## src/rtl/ps2_key_decoder_if.sv

```systemverilog
// PS/2 key decoder bus: raw PS/2 lines in, key_counter-facing outputs.
//   ps2_clk, ps2_data : raw PS/2 lines (asynchronous to the system clock)
//   key_press         : held counted key level
//   backspace         : held key is backspace
//   key_nibble        : last hex-digit value
//   nibble_valid      : one-cycle pulse on hex-digit make
//   enter_pulse       : one-cycle pulse on Enter make
//   frame_error       : one-cycle pulse on receive error
// master drives the PS/2 lines (keyboard side); slave is the decoder.
interface ps2_key_decoder_if;
    logic       ps2_clk;
    logic       ps2_data;
    logic       key_press;
    logic       backspace;
    logic [3:0] key_nibble;
    logic       nibble_valid;
    logic       enter_pulse;
    logic       frame_error;

    modport master (
        output ps2_clk, ps2_data,
        input  key_press, backspace, key_nibble, nibble_valid, enter_pulse, frame_error
    );

    modport slave (
        input  ps2_clk, ps2_data,
        output key_press, backspace, key_nibble, nibble_valid, enter_pulse, frame_error
    );
endinterface

```

## src/rtl/ps2_key_decoder.sv

```systemverilog
// PS/2 (scan code set 2) frame receiver plus make/break decoder feeding key_counter.
// Ports:
//   clock : system clock
//   reset : asynchronous, active-high
//   bus   : ps2_key_decoder_if.slave (raw PS/2 lines in, key outputs out)
// All outputs are registered.
module ps2_key_decoder #(
    parameter int unsigned FILTER_LEN     = 8,
    parameter int unsigned TIMEOUT_CYCLES = 5000
) (
    input logic              clock,
    input logic              reset,
    ps2_key_decoder_if.slave bus
);
    localparam int unsigned FILT_W = $clog2(FILTER_LEN + 1);
    localparam int unsigned TMO_W  = $clog2(TIMEOUT_CYCLES + 1);

    localparam logic [7:0] CODE_BRK   = 8'hF0;
    localparam logic [7:0] CODE_EXT   = 8'hE0;
    localparam logic [7:0] CODE_BKSP  = 8'h66;
    localparam logic [7:0] CODE_ENTER = 8'h5A;

    typedef enum logic [1:0] {RX_IDLE, RX_DATA, RX_PARITY, RX_STOP} rx_state_t;
    typedef enum logic [1:0] {DEC_NORMAL, DEC_BRK, DEC_EXT, DEC_EXT_BRK} dec_state_t;

    // Returns {is_hex, nibble} for a set-2 make code.
    function automatic logic [4:0] hex_lookup(input logic [7:0] code);
        case (code)
            8'h45:   hex_lookup = 5'h10;
            8'h16:   hex_lookup = 5'h11;
            8'h1E:   hex_lookup = 5'h12;
            8'h26:   hex_lookup = 5'h13;
            8'h25:   hex_lookup = 5'h14;
            8'h2E:   hex_lookup = 5'h15;
            8'h36:   hex_lookup = 5'h16;
            8'h3D:   hex_lookup = 5'h17;
            8'h3E:   hex_lookup = 5'h18;
            8'h46:   hex_lookup = 5'h19;
            8'h1C:   hex_lookup = 5'h1A;
            8'h32:   hex_lookup = 5'h1B;
            8'h21:   hex_lookup = 5'h1C;
            8'h23:   hex_lookup = 5'h1D;
            8'h24:   hex_lookup = 5'h1E;
            8'h2B:   hex_lookup = 5'h1F;
            default: hex_lookup = 5'h00;
        endcase
    endfunction

    // Synchronisers and clock filter
    logic              clk_s1_q, clk_s1_d, clk_s2_q, clk_s2_d;
    logic              data_s1_q, data_s1_d, data_s2_q, data_s2_d;
    logic              filt_q, filt_d;
    logic [FILT_W-1:0] filt_cnt_q, filt_cnt_d;
    logic              fall_c;

    // Receiver
    rx_state_t         rx_q, rx_d;
    logic [2:0]        bit_cnt_q, bit_cnt_d;
    logic [7:0]        shift_q, shift_d;
    logic              parity_ok_q, parity_ok_d;
    logic [TMO_W-1:0]  tmo_q, tmo_d;
    logic              byte_valid_q, byte_valid_d;
    logic [7:0]        byte_q, byte_d;

    // Decoder
    dec_state_t        dec_q, dec_d;
    logic [7:0]        held_code_q, held_code_d;
    logic              enter_held_q, enter_held_d;
    logic              press_pend_q, press_pend_d;
    logic              pend_hex_q, pend_hex_d;
    logic [3:0]        pend_nib_q, pend_nib_d;
    logic              rel_pend_q, rel_pend_d;
    logic [4:0]        hex_c;
    logic              counted_c;

    // Outputs
    logic              key_press_q, key_press_d;
    logic              backspace_q, backspace_d;
    logic [3:0]        key_nibble_q, key_nibble_d;
    logic              nibble_valid_q, nibble_valid_d;
    logic              enter_pulse_q, enter_pulse_d;
    logic              frame_error_q, frame_error_d;

    // Next-state logic for synchroniser, filter, receiver and decoder
    always_comb begin
        clk_s1_d       = bus.ps2_clk;
        clk_s2_d       = clk_s1_q;
        data_s1_d      = bus.ps2_data;
        data_s2_d      = data_s1_q;
        filt_d         = filt_q;
        filt_cnt_d     = filt_cnt_q;
        fall_c         = 1'b0;
        rx_d           = rx_q;
        bit_cnt_d      = bit_cnt_q;
        shift_d        = shift_q;
        parity_ok_d    = parity_ok_q;
        tmo_d          = tmo_q;
        byte_valid_d   = 1'b0;
        byte_d         = byte_q;
        dec_d          = dec_q;
        held_code_d    = held_code_q;
        enter_held_d   = enter_held_q;
        press_pend_d   = press_pend_q;
        pend_hex_d     = pend_hex_q;
        pend_nib_d     = pend_nib_q;
        rel_pend_d     = rel_pend_q;
        key_press_d    = key_press_q;
        backspace_d    = backspace_q;
        key_nibble_d   = key_nibble_q;
        nibble_valid_d = 1'b0;
        enter_pulse_d  = 1'b0;
        frame_error_d  = 1'b0;
        hex_c          = hex_lookup(byte_q);
        counted_c      = hex_c[4] | (byte_q == CODE_BKSP);

        // Filtered clock follows the synchronised clock only after FILTER_LEN disagreeing samples
        if (clk_s2_q == filt_q) begin
            filt_cnt_d = '0;
        end else if (filt_cnt_q == FILT_W'(FILTER_LEN - 1)) begin
            filt_d     = clk_s2_q;
            filt_cnt_d = '0;
            fall_c     = filt_q;
        end else begin
            filt_cnt_d = filt_cnt_q + FILT_W'(1);
        end

        // Frame receiver; an edge always wins over a simultaneous timeout
        if (fall_c) begin
            tmo_d = '0;
            case (rx_q)
                RX_IDLE: begin
                    if (!data_s2_q) begin
                        rx_d      = RX_DATA;
                        bit_cnt_d = 3'd0;
                    end else begin
                        frame_error_d = 1'b1;
                    end
                end
                RX_DATA: begin
                    shift_d = {data_s2_q, shift_q[7:1]};
                    if (bit_cnt_q == 3'd7) begin
                        rx_d = RX_PARITY;
                    end else begin
                        bit_cnt_d = bit_cnt_q + 3'd1;
                    end
                end
                RX_PARITY: begin
                    parity_ok_d = ^{shift_q, data_s2_q};
                    rx_d        = RX_STOP;
                end
                RX_STOP: begin
                    if (data_s2_q && parity_ok_q) begin
                        byte_valid_d = 1'b1;
                        byte_d       = shift_q;
                    end else begin
                        frame_error_d = 1'b1;
                    end
                    rx_d = RX_IDLE;
                end
                default: rx_d = RX_IDLE;
            endcase
        end else if (rx_q != RX_IDLE) begin
            if (tmo_q == TMO_W'(TIMEOUT_CYCLES - 1)) begin
                frame_error_d = 1'b1;
                rx_d          = RX_IDLE;
                tmo_d         = '0;
            end else begin
                tmo_d = tmo_q + TMO_W'(1);
            end
        end else begin
            tmo_d = '0;
        end

        // Deferred halves of make (key_press rise) and break (backspace/held_code clear)
        if (rel_pend_q) begin
            backspace_d = 1'b0;
            held_code_d = 8'h00;
            rel_pend_d  = 1'b0;
        end
        if (press_pend_q) begin
            key_press_d  = 1'b1;
            press_pend_d = 1'b0;
            if (pend_hex_q) begin
                nibble_valid_d = 1'b1;
                key_nibble_d   = pend_nib_q;
            end
        end

        // Make/break decoder
        if (byte_valid_q) begin
            case (dec_q)
                DEC_NORMAL: begin
                    if (byte_q == CODE_BRK) begin
                        dec_d = DEC_BRK;
                    end else if (byte_q == CODE_EXT) begin
                        dec_d = DEC_EXT;
                    end else if (counted_c) begin
                        // held_code of 0 means no key held; 0x00 is never a counted code
                        if (held_code_q == 8'h00) begin
                            held_code_d  = byte_q;
                            backspace_d  = (byte_q == CODE_BKSP);
                            press_pend_d = 1'b1;
                            pend_hex_d   = hex_c[4];
                            pend_nib_d   = hex_c[3:0];
                        end
                    end else if (byte_q == CODE_ENTER && !enter_held_q) begin
                        enter_pulse_d = 1'b1;
                        enter_held_d  = 1'b1;
                    end
                end
                DEC_BRK: begin
                    dec_d = DEC_NORMAL;
                    if (held_code_q != 8'h00 && byte_q == held_code_q && !rel_pend_q) begin
                        key_press_d  = 1'b0;
                        press_pend_d = 1'b0;
                        rel_pend_d   = 1'b1;
                    end
                    if (byte_q == CODE_ENTER) begin
                        enter_held_d = 1'b0;
                    end
                end
                DEC_EXT:     dec_d = (byte_q == CODE_BRK) ? DEC_EXT_BRK : DEC_NORMAL;
                DEC_EXT_BRK: dec_d = DEC_NORMAL;
                default:     dec_d = DEC_NORMAL;
            endcase
        end
    end

    // State registers
    always_ff @(posedge clock or posedge reset) begin
        if (reset) begin
            clk_s1_q       <= 1'b0;
            clk_s2_q       <= 1'b0;
            data_s1_q      <= 1'b0;
            data_s2_q      <= 1'b0;
            filt_q         <= 1'b0;
            filt_cnt_q     <= '0;
            rx_q           <= RX_IDLE;
            bit_cnt_q      <= 3'd0;
            shift_q        <= 8'h00;
            parity_ok_q    <= 1'b0;
            tmo_q          <= '0;
            byte_valid_q   <= 1'b0;
            byte_q         <= 8'h00;
            dec_q          <= DEC_NORMAL;
            held_code_q    <= 8'h00;
            enter_held_q   <= 1'b0;
            press_pend_q   <= 1'b0;
            pend_hex_q     <= 1'b0;
            pend_nib_q     <= 4'h0;
            rel_pend_q     <= 1'b0;
            key_press_q    <= 1'b0;
            backspace_q    <= 1'b0;
            key_nibble_q   <= 4'h0;
            nibble_valid_q <= 1'b0;
            enter_pulse_q  <= 1'b0;
            frame_error_q  <= 1'b0;
        end else begin
            clk_s1_q       <= clk_s1_d;
            clk_s2_q       <= clk_s2_d;
            data_s1_q      <= data_s1_d;
            data_s2_q      <= data_s2_d;
            filt_q         <= filt_d;
            filt_cnt_q     <= filt_cnt_d;
            rx_q           <= rx_d;
            bit_cnt_q      <= bit_cnt_d;
            shift_q        <= shift_d;
            parity_ok_q    <= parity_ok_d;
            tmo_q          <= tmo_d;
            byte_valid_q   <= byte_valid_d;
            byte_q         <= byte_d;
            dec_q          <= dec_d;
            held_code_q    <= held_code_d;
            enter_held_q   <= enter_held_d;
            press_pend_q   <= press_pend_d;
            pend_hex_q     <= pend_hex_d;
            pend_nib_q     <= pend_nib_d;
            rel_pend_q     <= rel_pend_d;
            key_press_q    <= key_press_d;
            backspace_q    <= backspace_d;
            key_nibble_q   <= key_nibble_d;
            nibble_valid_q <= nibble_valid_d;
            enter_pulse_q  <= enter_pulse_d;
            frame_error_q  <= frame_error_d;
        end
    end

    assign bus.key_press    = key_press_q;
    assign bus.backspace    = backspace_q;
    assign bus.key_nibble   = key_nibble_q;
    assign bus.nibble_valid = nibble_valid_q;
    assign bus.enter_pulse  = enter_pulse_q;
    assign bus.frame_error  = frame_error_q;
endmodule
```

## src/flat_wrapper.sv

```systemverilog
// flat-port wrapper written by rule: the top's interface ports become plain ports
module ps2_key_decoder_flat 
#(
    parameter int unsigned FILTER_LEN     = 8,
    parameter int unsigned TIMEOUT_CYCLES = 5000
)
  (clock, reset, bus_ps2_clk, bus_ps2_data, bus_key_press, bus_backspace, bus_key_nibble, bus_nibble_valid, bus_enter_pulse, bus_frame_error);
  ps2_key_decoder_if bus_i ();
  input logic clock;
  input logic reset;
  input wire logic [$bits(bus_i.ps2_clk)-1:0] bus_ps2_clk;
  input wire logic [$bits(bus_i.ps2_data)-1:0] bus_ps2_data;
  output wire logic [$bits(bus_i.key_press)-1:0] bus_key_press;
  output wire logic [$bits(bus_i.backspace)-1:0] bus_backspace;
  output wire logic [$bits(bus_i.key_nibble)-1:0] bus_key_nibble;
  output wire logic [$bits(bus_i.nibble_valid)-1:0] bus_nibble_valid;
  output wire logic [$bits(bus_i.enter_pulse)-1:0] bus_enter_pulse;
  output wire logic [$bits(bus_i.frame_error)-1:0] bus_frame_error;
  assign bus_i.ps2_clk = bus_ps2_clk;
  assign bus_i.ps2_data = bus_ps2_data;
  assign bus_key_press = bus_i.key_press;
  assign bus_backspace = bus_i.backspace;
  assign bus_key_nibble = bus_i.key_nibble;
  assign bus_nibble_valid = bus_i.nibble_valid;
  assign bus_enter_pulse = bus_i.enter_pulse;
  assign bus_frame_error = bus_i.frame_error;
  ps2_key_decoder #(.FILTER_LEN(FILTER_LEN), .TIMEOUT_CYCLES(TIMEOUT_CYCLES)) u_core (.clock(clock), .reset(reset), .bus(bus_i));
endmodule
```

## config.mk

```make
export PLATFORM = sky130hd
export DESIGN_NAME = ps2_key_decoder_flat
export DESIGN_NICKNAME = d
export VERILOG_FILES = /design/src/rtl/ps2_key_decoder_if.sv /design/src/rtl/ps2_key_decoder.sv /design/src/flat_wrapper.sv
export SDC_FILE = /design/constraint.sdc
export NUM_CORES = 1
export LEC_CHECK = 0
export CORE_AREA = 2 2 87 89
export DETAILED_ROUTE_END_ITERATION = 8
export DIE_AREA = 0 0 89 91
export PLACE_DENSITY = 0.65
export SYNTH_ARGS = -nofsm -noshare
export SYNTH_HDL_FRONTEND = slang
export SYNTH_SLANG_ARGS = --single-unit
```

## constraint.sdc

```tcl
create_clock -name clock -period 2.8 [get_ports clock]
set_clock_uncertainty 0.15 [all_clocks]
set_input_delay 0.28 -clock clock [delete_from_list [all_inputs] [get_ports clock]]
set_output_delay 0.28 -clock clock [all_outputs]
set_load 0.03 [all_outputs]
```

==> impl_metrics.csv, run 1 <==
group,metric,value,unit
yosys,ys.flop_type,"dfrtp_1",
run_status,run_status,"finished clean",
critical_path,path_delay_family,"simple AND/OR/NAND/NOR gates",
clock_network,cts.clk_slew.worst_paths,0.07,ns
detailed_routing,drc,0,
critical_path,cp_slowest_cell,"dfrtp_1",
yosys,yosysSeqAreaShare,49.3,%
yosys,avgSynthCellArea,10.8,um^2
clock_network,post_cts_buffers,0,
yosys,syn_nets,352,
timing,hold_viol,0,
timing,setup_viol,0,
clock_network,clk_latency,0.34,ns
critical_path,critPathBufInv,0,
timing,rsz0062_at_grt,"false",
yosys,synth_top_area_share,49.3,%
finish,areaGrowthSynthToFinish,11.9,%
yosys,syn_inst,340,
floorplanning,coreArea,0.00714,mm^2
clock_network,cts_root_buf,"clkbuf_8",
floorplanning,ioPinCount,13,
placement,portBuffers,12,
floorplanning,fp-row-count,31,
floorplanning,die_y,91,um
job,maxCapViolCount,0,
critical_path,cp_cell_sequence,"nor4b_2, nand4b_1, nand3_2, o31a_1, mux2i_1",
detailed_routing,dr.pass1.iters,4,
grt,grt_util_met1,24.7,%
grt,grt_pass1_vias,2423,
finish,fin_nets,364,
power,irDropWorstVdd,0.302,mV
clock_network,clkSinkCount,72,
finish,final_common_cell,"dfrtp_1",
floorplanning,start_util,51.2,%
yosys,synth_fa_ha_area_share,2.74,%
detailed_routing,postRouteAntennaNets,0,
finish,mostFrequentLayoutCells,"dfrtp_1 (72), nand2_1 (25), nor2_1 (24)",
timing,relSlewSlack,59.4,%
critical_path,path_max_fanout,15,
yosys,yosysUniqueCellTypes,54,
finish,layout-drive-gt1-share,13.2,%
clock_network,cts_tree,"yes",
yosys,async_reset_ff_share,100,%
grt,use_met2,28.3,%
timing,fin_crit,2.36,ns
timing,setup_tns,0,ns
floorplanning,die_w,89,um
detailed_routing,wire_per_inst,14.5,um
detailed_routing,vias_per_cell,5.53,
grt,busiest_layer,"met2",
yosys,synth_area,0.00366,mm^2
finish,post-route-util,57.3,%
critical_path,cp_data_arrival_time,2.48,ns
yosys,yosysWarnings,0,
yosys,ys_seq_elements,72,
critical_path,cp.required,2.91,ns
grt,antenna_found_initial,0,
clock_network,htree_levels,3,
placement,place_area,0.00386,mm^2
yosys,synth_compound_area_share,9.03,%
floorplanning,die_area,0.00810,mm^2
grt,globalRouteOverflowTotal,0,
grt,use_met3,3.55,%
clock_network,hold_buffers,0,
placement,dp.cells,440,
yosys,yosys-top-cells-area,"dfrtp_1 (49%), mux2_2 (6.2%), xor2_1 (4.1%)",
yosys,synth-simple-area-share,20.3,%
yosys,synth_xor_area_share,6.71,%
detailed_routing,drt_iter0_markers,115,
min_path,hold_path_class,"input port to asynchronous set/reset pin",
yosys,synth_edf_count,0,
detailed_routing,vias,2522,
power,power_density,517,mW/mm^2
placement,routabilityCongestion,0.760,
timing,slew_viol_final,0,
critical_path,end_kind,"flop",
yosys,yosysTopAreaCell,"dfrtp_1",
timing,fmax,0.423,GHz
placement,dp_hpwl,4.53,mm
finish,antennaDiodeCount,0,
finish,final_cells,456,
yosys,synth_top_family_by_area,"simple AND/OR/NAND/NOR gates",
timing,fin_crit_sh,84.5,%
yosys,synth_mux_area_share,7.80,%
critical_path,timing_worst_setup_path_type,"flop to flop",
power,leakage,1.85,nW
finish,final_area,0.00409,mm^2
power,design_power_total,2.11,mW
clock_network,clk_path_buf_depth,2,
timing,worstMarginPinSlew,0.604,ns
grt,grt_pass1_wl,11.4,mm
critical_path,max_stage_delay,0.63,ns
grt,grt_max_degree,73,
clock_network,post_cts_resized,0,
grt,gr-usage-all-layers,18.1,%
detailed_routing,wirelength,6.61,mm
critical_path,worst_setup_path_start_kind,"flop",
clock_network,numCtsBuffers,9,
-- cell usage after synthesis (3+ instances only) --
cell and count:
a21oi_1 7, a22o_1 5, a31oi_1 3, a32o_1 4, and4_1 5, buf_2 10
dfrtp_1 72, ha_1 8, inv_1 16, mux2_2 20, mux2i_1 6, nand2_1 25
nand2b_1 8, nand3_1 11, nand4_1 5, nor2_1 24, nor2b_1 6, nor3_1 6
nor3b_1 4, nor4_1 4, nor4b_1 5, o21ai_0 14, or3_1 4, xnor2_1 11
xor2_1 17
-- area by class of cell --
cell class,instances,area (um^2)
fill,633,3040
sequential,72,1800
multi-input combinational,236,1700
clock buffer,14,173
timing repair buffer,17,170
tap,99,124
clock inverter,2,60.1
inverter,16,60.1
-- flip-flops by register name (all words and copies together), names as in the netlist, 2 cells and up --
register / count
u_core.shift_q: 8
u_core.bus.key_nibble: 4
u_core.dec_q: 2
u_core.byte_q: 8
u_core.rx_q: 2
u_core.pend_nib_q: 4
u_core.tmo_q: 13
u_core.bit_cnt_q: 3
u_core.filt_cnt_q: 4
u_core.held_code_q: 8
-- tightest hold or removal path, stage by stage --
cell and delay [ns]:
clkdlybuf4s50_1 0.42, inv_2 0.07, buf_12 0.31
-- worst paths after layout --
path	startpoint	end	slack, ns	cells after the start
max reg2reg	u_core.byte_q[5]	u_core.pend_nib_q[0]	0.44	5
min in group clock	u_core.clk_s1_q	u_core.clk_s2_q	0.20	0
max in group asynchronous	reset	u_core.bit_cnt_q[2]	2.01	3
max	u_core.byte_q[5]	u_core.pend_nib_q[0]	0.44	5
min reg2reg	u_core.clk_s1_q	u_core.clk_s2_q	0.20	0
min	reset	u_core.bus.nibble_valid	0.19	3
-- cells by family after synthesis --
logic type                 Yosys count
AOI/OAI and AO/OA                   48
adders and majority gates            8
DFF                                 72
muxes                               26
and+or+nand+nor                    126
xor gates and xnor gates            28
buffers and inverters               32
-- stage by stage --
| stage | hold slack (ns) | setup slack (ns) |
|---|---|---|
| 5_1_grt | 0.208 | 0.179 |
| 6_report | 0.187 | 0.435 |
| 3_5_place_dp | 0.186 | 0.439 |
| 2_1_floorplan | 0.161 | 0.545 |
| 3_3_place_gp | 0.183 | 0.418 |
| 4_1_cts | 0.204 | 0.425 |
-- routing by layer --
layer	up-vias	share of wire, %
met4	0	1.5
met1	1259	48
li1	1227	-
met3	11	2.0
met2	25	48
met5	-	0
-- power by group --
part           switching [mW]  leakage [nW]  internal, mW
Clock                   0.372         0.117         0.576
Combinational          0.0435         0.737        0.0362
Sequential             0.0212         0.994          1.07
(Power assumes the default switching activity.)
==> run 2, diff against run 1 <==
Clock period 2.8 ns to 2.3 ns, I/O delays scaled along.
==> impl_metrics.csv, run 2 (synthesis gave the netlist of run 1 again) <==
group,metric,value,unit
critical_path,end_kind,"flop",
min_path,hold_path_class,"input port to asynchronous set/reset pin",
finish,top_register,"u_core.tmo_q",
finish,mostFrequentLayoutCells,"dfrtp_1 (70), nand2_1 (25), nor2_1 (24)",
grt,grt_pass1_vias,2546,
placement,routabilityCongestion,0.848,
clock_network,htree_levels,3,
timing,setup_viol,0,
placement,dp_slack,0.0206,ns
clock_network,hold_buffers,0,
finish,antennaDiodeCount,0,
floorplanning,die_w,89,um
critical_path,timing_worst_setup_path_type,"flop to flop",
floorplanning,ioPinCount,13,
finish,fin_nets,376,
finish,final_cells,467,
critical_path,r2r_slack,0.12,ns
grt,antenna_found_initial,0,
placement,portBuffers,12,
finish,areaGrowthSynthToFinish,13.9,%
detailed_routing,vias,2571,
finish,n_fill_cell,655,
clock_network,cts_root_buf,"clkbuf_8",
job,maxCapViolCount,0,
floorplanning,die_area,0.00810,mm^2
detailed_routing,wirelength,6.92,mm
power,leakage,1.89,nW
run_status,run_status,"finished clean",
critical_path,cp_data_arrival_time,2.25,ns
power,irDropWorstVdd,0.454,mV
timing,slew_viol_final,0,
placement,dp_hpwl,4.96,mm
timing,worstMarginPinSlew,0.479,ns
timing,relSlewSlack,68.0,%
critical_path,worst_setup_path_start_kind,"flop",
grt,globalRouteOverflowTotal,0,
finish,post-route-util,58.3,%
critical_path,rr_startpoint,"u_core.byte_q[6]",
timing,fin_crit_sh,94.8,%
timing,rsz0062_at_grt,"false",
placement,dp.cells,452,
power,power_density,586,mW/mm^2
timing,hold_viol,0,
clock_network,clk_path_buf_depth,2,
floorplanning,fp-row-count,31,
critical_path,max_stage_delay,0.59,ns
clock_network,cts.clk_slew.worst_paths,0.07,ns
critical_path,cp.required,2.37,ns
critical_path,crit_start,"u_core.byte_q[6]",
timing,fmax,0.459,GHz
detailed_routing,vias_per_cell,5.51,
timing,fin_crit,2.18,ns
critical_path,rr_worst_depth,6,
timing,setup_ws,0.120,ns
floorplanning,start_util,51.2,%
timing,setup_tns,0,ns
detailed_routing,wire_per_inst,14.8,um
grt,grt_max_degree,34,
critical_path,path_max_fanout,12,
detailed_routing,postRouteAntennaNets,0,
floorplanning,coreArea,0.00714,mm^2
clock_network,post_cts_buffers,0,
grt,gr-usage-all-layers,18.5,%
finish,layout-drive-gt1-share,16.8,%
finish,final_common_cell,"dfrtp_1",
clock_network,numCtsBuffers,9,
floorplanning,die_y,91,um
critical_path,cp_slowest_cell,"dfrtp_1",
detailed_routing,dr.pass1.iters,4,
clock_network,clkSinkCount,72,
critical_path,r2r-end,"u_core.pend_nib_q[3]",
grt,grt_pass1_wl,11.8,mm
detailed_routing,drt_iter0_markers,165,
clock_network,cts_tree,"yes",
detailed_routing,drc,0,
timing,whs,0.0832,ns
critical_path,cp_cell_sequence,"and4bb_4, nand4_2, a31oi_2, o31a_1, buf_4, o32a_1",
finish,largest_register_ffs,13,
clock_network,clk_latency,0.34,ns
critical_path,crit_path_end,"u_core.pend_nib_q[3]",
-- run 2: timing repair --
item | in CTS | in global routing
endpoints found under the hold margin | 0 | 0
resized for setup | 0 | 3
setup endpoints to repair | 0 | 14
-- run 2: worst min-delay path by stage --
stage	from	to	slack [ns]	cells after the start
2_1_floorplan	bus_ps2_clk	u_core.clk_s1_q	0.11	0
3_3_place_gp	u_core.clk_s1_q	u_core.clk_s2_q	0.18	0
3_5_place_dp	u_core.data_s1_q	u_core.data_s2_q	0.20	0
4_1_cts	reset	u_core.filt_cnt_q[2]	0.10	2
5_1_grt	reset	u_core.filt_cnt_q[3]	0.13	2
6_report	reset	u_core.filt_cnt_q[2]	0.08	2
-- run 2: final cells by class --
| type | instances | area (um^2) | area share, % |
|---|---|---|---|
| Clock inverter | 2 | 37.5 | 0.901 |
| Inverter | 16 | 60.1 | 1.44 |
| Clock buffer | 13 | 169 | 4.06 |
| Tap cell | 99 | 124 | 2.97 |
| Timing Repair Buffer | 29 | 260 | 6.25 |
| Sequential cell | 72 | 1800 | 43.3 |
| Multi-Input combinational cell | 236 | 1710 | 41.0 |
-- run 2: per-layer routing --
metal	routed length (um)	part of all wire [%]	GRT usage, %
met5	0	0	0
met4	95	1.4	5.47
met3	244	3.5	5.27
met2	3390	49	29.3
met1	3190	46	24.7
-- run 2: where the power goes --
group	switching, mW	internal (mW)	total (mW)	leakage [nW]
sequential	0.0238	1.30	1.32	0.991
clock	0.436	0.585	1.02	0.102
combinational	0.0526	0.0458	0.0984	0.801
-- run 2: stage by stage --
| stage | power, mW | cell area (um^2) |
|---|---|---|
| 4_1_cts | 2.47 | 4160 |
| 2_1_floorplan | 1.41 | 3660 |
| 3_3_place_gp | 1.44 | 3950 |
| 5_1_grt | 2.55 | 4160 |
| 3_5_place_dp | 1.45 | 3950 |
| 6_report | 2.44 | 4160 |
-- run 2: worst max-delay path: cells and delay by family, from the launching register on --
| kind | cells | cell delay [ns] |
|---|---|---|
| and+or+nand+nor | 2 | 0.43 |
| DFF | 1 | 0.59 |
| AOI/OAI and AO/OA | 3 | 0.73 |
| buffers and inverters | 1 | 0.17 |
